## src/rtl/a_ctrl_pkg.sv

```systemverilog
// Shared definitions for the host command decoder and read-back buffer.
// FSM states, header field positions and control-module ids.
package a_ctrl_pkg;

  localparam int WORD_W = 16;

  typedef enum logic [2:0] {
    S_IDLE,
    S_ARM,
    S_WR_DATA,
    S_RD,
    S_DISCARD,
    S_DONE
  } state_e;

  localparam int HDR_RW_BIT  = 15;
  localparam int HDR_ID_LSB  = 8;
  localparam int HDR_ID_MSB  = 11;
  localparam int HDR_LEN_LSB = 0;
  localparam int ID_W        = HDR_ID_MSB - HDR_ID_LSB + 1;

  localparam logic [ID_W-1:0] MOD_ID_SET_VERIF = 4'd0;
  localparam logic [ID_W-1:0] MOD_ID_MAX       = 4'd15;

endpackage

```

## src/rtl/a_rdback_hold.sv

```systemverilog
// Single-entry read-back buffer with the host transmit handshake.
// A word leaves on the first cycle the transmitter is ready.
module a_rdback_hold
  import a_ctrl_pkg::*;
(
  input  logic              clk_ref,
  input  logic              rst_n,
  input  logic              en_i,
  input  logic              cap_i,
  input  logic [WORD_W-1:0] cap_data_i,
  input  logic              tx_ready_i,
  output logic              tx_dv_o,
  output logic [WORD_W-1:0] tx_data_o,
  output logic              full_o,
  output logic              drop_o
);

  logic              full_q, full_d;
  logic [WORD_W-1:0] hold_q, hold_d;
  logic              emit;

  assign emit      = en_i && full_q && tx_ready_i;
  assign drop_o    = en_i && cap_i && full_q && !tx_ready_i;
  assign tx_dv_o   = emit;
  assign tx_data_o = hold_q;
  assign full_o    = full_q;

  // Slot frees on emit and may refill in the same cycle; flushed when idle.
  always_comb begin
    full_d = full_q;
    hold_d = hold_q;
    if (!en_i) begin
      full_d = 1'b0;
    end else begin
      if (emit) full_d = 1'b0;
      if (cap_i && !drop_o) begin
        full_d = 1'b1;
        hold_d = cap_data_i;
      end
    end
  end

  // Hold register state.
  always_ff @(posedge clk_ref) begin
    if (!rst_n) begin
      full_q <= 1'b0;
      hold_q <= '0;
    end else begin
      full_q <= full_d;
      hold_q <= hold_d;
    end
  end

endmodule

```

## src/rtl/a_cmd_decoder.sv

```systemverilog
// Host command decoder driving the verification control modules.
// Define CMD_TIMEOUT_EN to abort stalled transactions after TIMEOUT cycles.
module a_cmd_decoder
  import a_ctrl_pkg::*;
#(
  parameter int N_MOD     = 4,
  parameter int HDR_LEN_W = 8,
  parameter int TIMEOUT   = 1024
) (
  input  logic                    clk_ref,
  input  logic                    rst_n,
  input  logic                    rx_dv_i,
  input  logic [WORD_W-1:0]       rx_data_i,
  input  logic                    tx_ready_i,
  output logic                    tx_dv_o,
  output logic [WORD_W-1:0]       tx_data_o,
  output logic [N_MOD-1:0]        select_o,
  output logic                    r_w_o,
  output logic                    dv_o,
  output logic [WORD_W-1:0]       data_o,
  output logic                    busy_o,
  input  logic [N_MOD-1:0]        rd_dv_i,
  input  logic [WORD_W*N_MOD-1:0] rd_data_i,
  output logic                    err_o
);

  localparam int CNT_W = HDR_LEN_W + 1;

  state_e              state_q, state_d;
  logic                is_wr_q, is_wr_d;
  logic [CNT_W-1:0]    len_q, len_d;
  logic [CNT_W-1:0]    cnt_q, cnt_d;
  logic [CNT_W-1:0]    cnt_inc;
  logic [N_MOD-1:0]    sel_q, sel_d;
  logic                rw_q, rw_d;
  logic                dv_q, dv_d;
  logic [WORD_W-1:0]   data_q, data_d;
  logic                err_q, err_d;

  logic                hdr_rw;
  logic [ID_W-1:0]     hdr_id;
  logic [HDR_LEN_W-1:0] hdr_len_raw;
  logic [CNT_W-1:0]    hdr_len;
  logic [N_MOD-1:0]    hdr_sel;
  logic                hdr_ok;
  logic                rd_hit;
  logic [WORD_W-1:0]   rd_word;
  logic                in_rd;
  logic                hold_full;
  logic                hold_drop;

`ifdef CMD_TIMEOUT_EN
  localparam int TO_W = $clog2(TIMEOUT + 1);
  logic [TO_W-1:0] to_q, to_d;
`endif

  assign hdr_rw      = rx_data_i[HDR_RW_BIT];
  assign hdr_id      = rx_data_i[HDR_ID_MSB:HDR_ID_LSB];
  assign hdr_len_raw = rx_data_i[HDR_LEN_LSB +: HDR_LEN_W];
  assign hdr_len     = {(hdr_len_raw == '0), hdr_len_raw};
  assign hdr_ok      = int'(hdr_id) < N_MOD;
  assign cnt_inc     = cnt_q + CNT_W'(1);
  assign in_rd       = (state_q == S_RD);
  assign rd_hit      = in_rd && |(rd_dv_i & sel_q);

  // Header id to one-hot select and selected read-back slice.
  always_comb begin
    hdr_sel = '0;
    rd_word = '0;
    for (int k = 0; k < N_MOD; k++) begin
      hdr_sel[k] = (int'(hdr_id) == k);
      if (sel_q[k]) rd_word = rd_data_i[WORD_W*k +: WORD_W];
    end
  end

  a_rdback_hold u_hold (
    .clk_ref    (clk_ref),
    .rst_n      (rst_n),
    .en_i       (in_rd),
    .cap_i      (rd_hit),
    .cap_data_i (rd_word),
    .tx_ready_i (tx_ready_i),
    .tx_dv_o    (tx_dv_o),
    .tx_data_o  (tx_data_o),
    .full_o     (hold_full),
    .drop_o     (hold_drop)
  );

  // Transaction sequencing and next values of the registered outputs.
  always_comb begin
    state_d = state_q;
    is_wr_d = is_wr_q;
    len_d   = len_q;
    cnt_d   = cnt_q;
    sel_d   = sel_q;
    rw_d    = rw_q;
    dv_d    = 1'b0;
    data_d  = data_q;
    err_d   = hold_drop;
    unique case (state_q)
      S_IDLE: begin
        if (rx_dv_i) begin
          len_d   = hdr_len;
          cnt_d   = '0;
          is_wr_d = hdr_rw;
          if (hdr_ok) begin
            state_d = S_ARM;
            sel_d   = hdr_sel;
            rw_d    = hdr_rw;
          end else begin
            err_d   = 1'b1;
            state_d = hdr_rw ? S_DISCARD : S_IDLE;
          end
        end
      end
      S_ARM: begin
        state_d = is_wr_q ? S_WR_DATA : S_RD;
      end
      S_WR_DATA: begin
        if (rx_dv_i) begin
          dv_d   = 1'b1;
          data_d = rx_data_i;
          cnt_d  = cnt_inc;
          if (cnt_inc == len_q) begin
            state_d = S_DONE;
            sel_d   = '0;
            rw_d    = 1'b0;
          end
        end
      end
      S_RD: begin
        if (tx_dv_o) begin
          cnt_d = cnt_inc;
          if (cnt_inc == len_q) begin
            state_d = S_DONE;
            sel_d   = '0;
            rw_d    = 1'b0;
          end
        end
      end
      S_DISCARD: begin
        if (rx_dv_i) begin
          cnt_d = cnt_inc;
          if (cnt_inc == len_q) state_d = S_IDLE;
        end
      end
      S_DONE: begin
        sel_d   = '0;
        rw_d    = 1'b0;
        state_d = S_IDLE;
      end
      default: state_d = S_IDLE;
    endcase
`ifdef CMD_TIMEOUT_EN
    to_d = '0;
    if (state_q == S_WR_DATA || in_rd || state_q == S_DISCARD) begin
      if (rx_dv_i || rd_hit) begin
        to_d = '0;
      end else if (to_q == TO_W'(TIMEOUT - 1)) begin
        err_d   = 1'b1;
        state_d = S_DONE;
        sel_d   = '0;
        rw_d    = 1'b0;
      end else begin
        to_d = to_q + TO_W'(1);
      end
    end
`endif
  end

  // FSM state, counters and registered outputs.
  always_ff @(posedge clk_ref) begin
    if (!rst_n) begin
      state_q <= S_IDLE;
      is_wr_q <= 1'b0;
      len_q   <= '0;
      cnt_q   <= '0;
      sel_q   <= '0;
      rw_q    <= 1'b0;
      dv_q    <= 1'b0;
      data_q  <= '0;
      err_q   <= 1'b0;
    end else begin
      state_q <= state_d;
      is_wr_q <= is_wr_d;
      len_q   <= len_d;
      cnt_q   <= cnt_d;
      sel_q   <= sel_d;
      rw_q    <= rw_d;
      dv_q    <= dv_d;
      data_q  <= data_d;
      err_q   <= err_d;
    end
  end

`ifdef CMD_TIMEOUT_EN
  // Idle-cycle counter for the stall abort.
  always_ff @(posedge clk_ref) begin
    if (!rst_n) to_q <= '0;
    else        to_q <= to_d;
  end
`endif

  assign select_o = sel_q;
  assign r_w_o    = rw_q;
  assign dv_o     = dv_q;
  assign data_o   = data_q;
  assign err_o    = err_q;
  assign busy_o   = in_rd && (!tx_ready_i || hold_full);

endmodule
```

## config.mk

```make
export PLATFORM = sky130hd
export DESIGN_NAME = a_cmd_decoder
export DESIGN_NICKNAME = d
export VERILOG_FILES = /design/src/rtl/a_ctrl_pkg.sv /design/src/rtl/a_rdback_hold.sv /design/src/rtl/a_cmd_decoder.sv
export SDC_FILE = /design/constraint.sdc
export NUM_CORES = 1
export LEC_CHECK = 0
export ABC_AREA = 1
export CAP_MARGIN = 40
export CORE_MARGIN = 10
export CORE_UTILIZATION = 47
export DETAILED_ROUTE_END_ITERATION = 6
export MAX_ROUTING_LAYER = met4
export PLACE_DENSITY = 0.93
export REMOVE_ABC_BUFFERS = 1
export SYNTH_ARGS = -nofsm -noshare
export SYNTH_HDL_FRONTEND = slang
export SYNTH_SLANG_ARGS = --single-unit
```

## constraint.sdc

```tcl
create_clock -name clk_ref -period 5.6 [get_ports clk_ref]
set_clock_uncertainty 0.15 [all_clocks]
set_input_delay 0.84 -clock clk_ref [delete_from_list [all_inputs] [get_ports clk_ref]]
set_output_delay 0.84 -clock clk_ref [all_outputs]
set_load 0.05 [all_outputs]
```

==> results.txt <==
Setup violations remaining at the end of the flow were counted as 0. The worst-margin pin slew is 750 ps. The worst setup path is launched from an input pin. The filler cell count is ~560. Setup repair after global routing left no endpoint under its margin. After detailed routing, the total wire length is 10.8 mm. The area of the core is 6760 µm². The post-detailed-route DRC marker count is 0. The post-place instance area is 4560 µm². The power dissipated by switching net loads is 0.916 mW. Once routing completed, OpenROAD measured the worst setup slack at 2150 ps. The placed instance count is 679. By area the synthesized netlist is led by sky130_fd_sc_hd__dfxtp_1, sky130_fd_sc_hd__o21ai_0, sky130_fd_sc_hd__nand2_1, sky130_fd_sc_hd__a21oi_1, sky130_fd_sc_hd__nor2_1. The CTS sink count came out at a little over 60.

The die area is between 10000 and 15000 µm². The number of antenna violations at the first check in global routing is 0. The static leakage is 1.91 nW. The via-per-instance ratio came out at 5.39. The total number of yosys warnings is 0. After layout, the minimum clock period comes to between 3000 and 4000 ps. The area growth from synthesis to layout came out at 46.8%.

The highest achievable clock rate is slightly below 300 MHz. The average wire per standard cell is 15.5 µm. Sequential cells account for 28.5% of the total power. Once detail routing completed, the nets flagged for antenna violations numbered 0.

The initial core utilization came out at between 40 and 50%. The last weighted congestion value of the routability-driven placer came out at 0.931. The min-delay analysis places its worst path in the category flip-flop to flip-flop. The clock transition time at the flip-flop clock pins of the worst setup and hold paths is 60 ps.

The first-pass GRT wire length came out at about 17 mm. In this run switching power makes up 45.1% of total power. The number of max-cap violations came out at 0. The largest driver fanout on the critical path came out at 4. The number of synthesized flops with an enable pin is 0.

The internal power summed over all cells is 1.11 mW. The clock network fraction of total power came out at 19.1%. The run finished with clean final reports.

The DRC marker count from the first detailed-route iteration is approximately 120. The maximum level of the CTS H-tree is 3. The first detailed-routing pass ran for 4 iterations. Summing internal, switching and leakage power gives around 2 mW. The mean instance size in the synthesized netlist is between 6 and 7 µm². The number of max-slew violations in the final report came out at 0. The total via count after detailed routing came out at 3736. In the post-synthesis netlist, the cell with the most instances is sky130_fd_sc_hd__nand2_1. The port buffer count is 128.

The worst-case setup slack after placement came out at ~2100 ps. The worst-case IR drop observed on VDD is 0.207 mV. Once layout is complete, the cells apart from fillers number between 600 and 700. The sequential area share after synthesis came out at 38.3%. The minimum hold slack came out at 319 ps. Global routing used a little over a fifth of the available tracks across all layers.

The height of the chip is 103 µm. The arrival time of the worst setup path came out at between 2000 and 2500 ps. The diode insertion count for antenna repair is 0. The number of global-route vias before repair came out at roughly 3800. The critical path is of the input pin to primary output type. The count of hold buffers inserted by post-cts repair is 0. The top-level port count came out at approximately 130. The floorplan has 30 rows. The worst path uses 61.6% of the clock period. Clock latency on the worst-skew pair, taken at its later pin, is 340 ps.

The relative slew slack came out at 50.0%. STA classifies the critical path endpoint as a primary output. The number of buffers added for setup after CTS is 0. Adding up every negative setup slack in the final design gives 0 ps. The count of cell types in the netlist came out at 32.

The predominant post-synthesis flop cell is sky130_fd_sc_hd__dfxtp_1. The fraction of layout cells with a size suffix above 1 came out at 5.71%. The largest total area in the synthesized netlist belongs to sky130_fd_sc_hd__dfxtp_1. Once layout is complete, the utilization of the core stands at 70.4%. The part of the power in combinational logic is 52.4%.

After global routing the overflow that remains totals 0. The number of endpoints with negative hold slack in the final report was 0. The area fraction of the dominant cell type after synthesis is a little under two fifths.

The post-cts gate resize count is 0. The count of mapped cells out of synthesis came out at roughly 500. The number of synthesized register bits came out at a little over 60.

Counting along the longest clock path gives a buffer depth of 2. TritonCTS built the clock tree. The required time of the worst setup path came out at around 4600 ps. The number of buffers added by the clock tree synthesis step is 9. The power density over the cells came out at between 400 and 500 nW/µm². The synthesized cell area came out at 3240 µm². The sum of net half-perimeters after detailed placement came out at between 8 and 9 mm.

After the last flow step, the layout net total stands at 699. The largest net degree at the start of global routing came out at 50. The horizontal die dimension came out at between 100 and 150 µm. Ranked by instance count, the synthesized netlist is headed by sky130_fd_sc_hd__nand2_1, sky130_fd_sc_hd__o21ai_0, sky130_fd_sc_hd__a21oi_1, sky130_fd_sc_hd__dfxtp_1, sky130_fd_sc_hd__nor2_1. The final design area excluding fillers is around 4800 µm². After synthesis, the share of flip-flops with an asynchronous set or reset is 0%. CTS placed an instance of sky130_fd_sc_hd__clkbuf_8 at the clock tree root.
final cells by class:
cell class | instances | area, µm² | share of cell area [%]
multi-input combinational | 366 | 1760 | 37.1
clock inverter | 1 | 30.0 | 0.632
inverter | 39 | 146 | 3.08
tap | 80 | 100 | 2.11
timing repair buffer | 132 | 1320 | 27.7
sequential | 62 | 1240 | 26.1
clock buffer | 13 | 159 | 3.34
sequential cells by signal, summed over array words and instances (netlist names):
| signal | count |
|---|---|
| dv_o | 1 |
| u_hold.full_o | 1 |
| r_w_o | 1 |
| is_wr_q | 1 |
| select_o | 4 |
| data_o | 16 |
| len_q | 9 |
| state_q | 3 |
| err_o | 1 |
| u_hold.tx_data_o | 16 |
| cnt_q | 9 |
worst max-delay path, stage by stage:
cell                              delay, ps
sky130_fd_sc_hd__clkdlybuf4s50_1        470
sky130_fd_sc_hd__inv_1                  110
sky130_fd_sc_hd__nor3_4                 200
sky130_fd_sc_hd__clkdlybuf4s50_1        830
power groups by stage:
stage / sequential, mW / clock [mW] / combinational (mW)
after floorplan: 0.741 / 0 / 0.572
after global placement: 0.583 / 0 / 1.03
after detailed placement: 0.586 / 0 / 1.06
after CTS: 0.578 / 0.391 / 1.07
after global routing: 0.587 / 0.410 / 1.20
final: 0.577 / 0.387 / 1.06
cell usage in the layout, fill, tap and decap left out, types with 11 or more instances in the layout:
cell / synthesis / routed
sky130_fd_sc_hd__nand3_1: 41 / 41
sky130_fd_sc_hd__nand2_1: 97 / 97
sky130_fd_sc_hd__a21oi_1: 62 / 61
sky130_fd_sc_hd__inv_1: 35 / 35
sky130_fd_sc_hd__clkdlybuf4s50_1: 0 / 128
sky130_fd_sc_hd__clkbuf_8: 0 / 11
sky130_fd_sc_hd__dfxtp_1: 62 / 62
sky130_fd_sc_hd__o21ai_0: 75 / 75
sky130_fd_sc_hd__nor2_1: 57 / 57
layer usage:
layer,track usage [%],vias to the layer above,wire [µm]
met5,-,-,0
li1,-,1869,-
met2,35.0,142,5320
met4,8.88,0,254
met3,8.58,27,1040
met1,22.1,1698,4150
worst paths after layout:
check	from	slack [ps]	end	cells past startpoint
setup reg to reg	state_q[2]	3180	data_o[15]	7
hold / removal	len_q[2]	320	len_q[2]	2
setup / recovery	tx_ready_i	2150	tx_dv_o	4
hold reg to reg	len_q[2]	320	len_q[2]	2
kinds of logic (layout without fill, tap and decap cells):
group | Yosys count | count (layout) | share of synthesized area (%)
compound gates | 147 | 147 | 23.7
flops | 62 | 62 | 38.3
buf+inv | 62 | 185 | 7.38
simple gates | 215 | 215 | 29.4
fa+ha+maj | 1 | 1 | 0.386
xor+xnor | 3 | 3 | 0.812
Note: power is estimated with default switching activity, not from simulation.
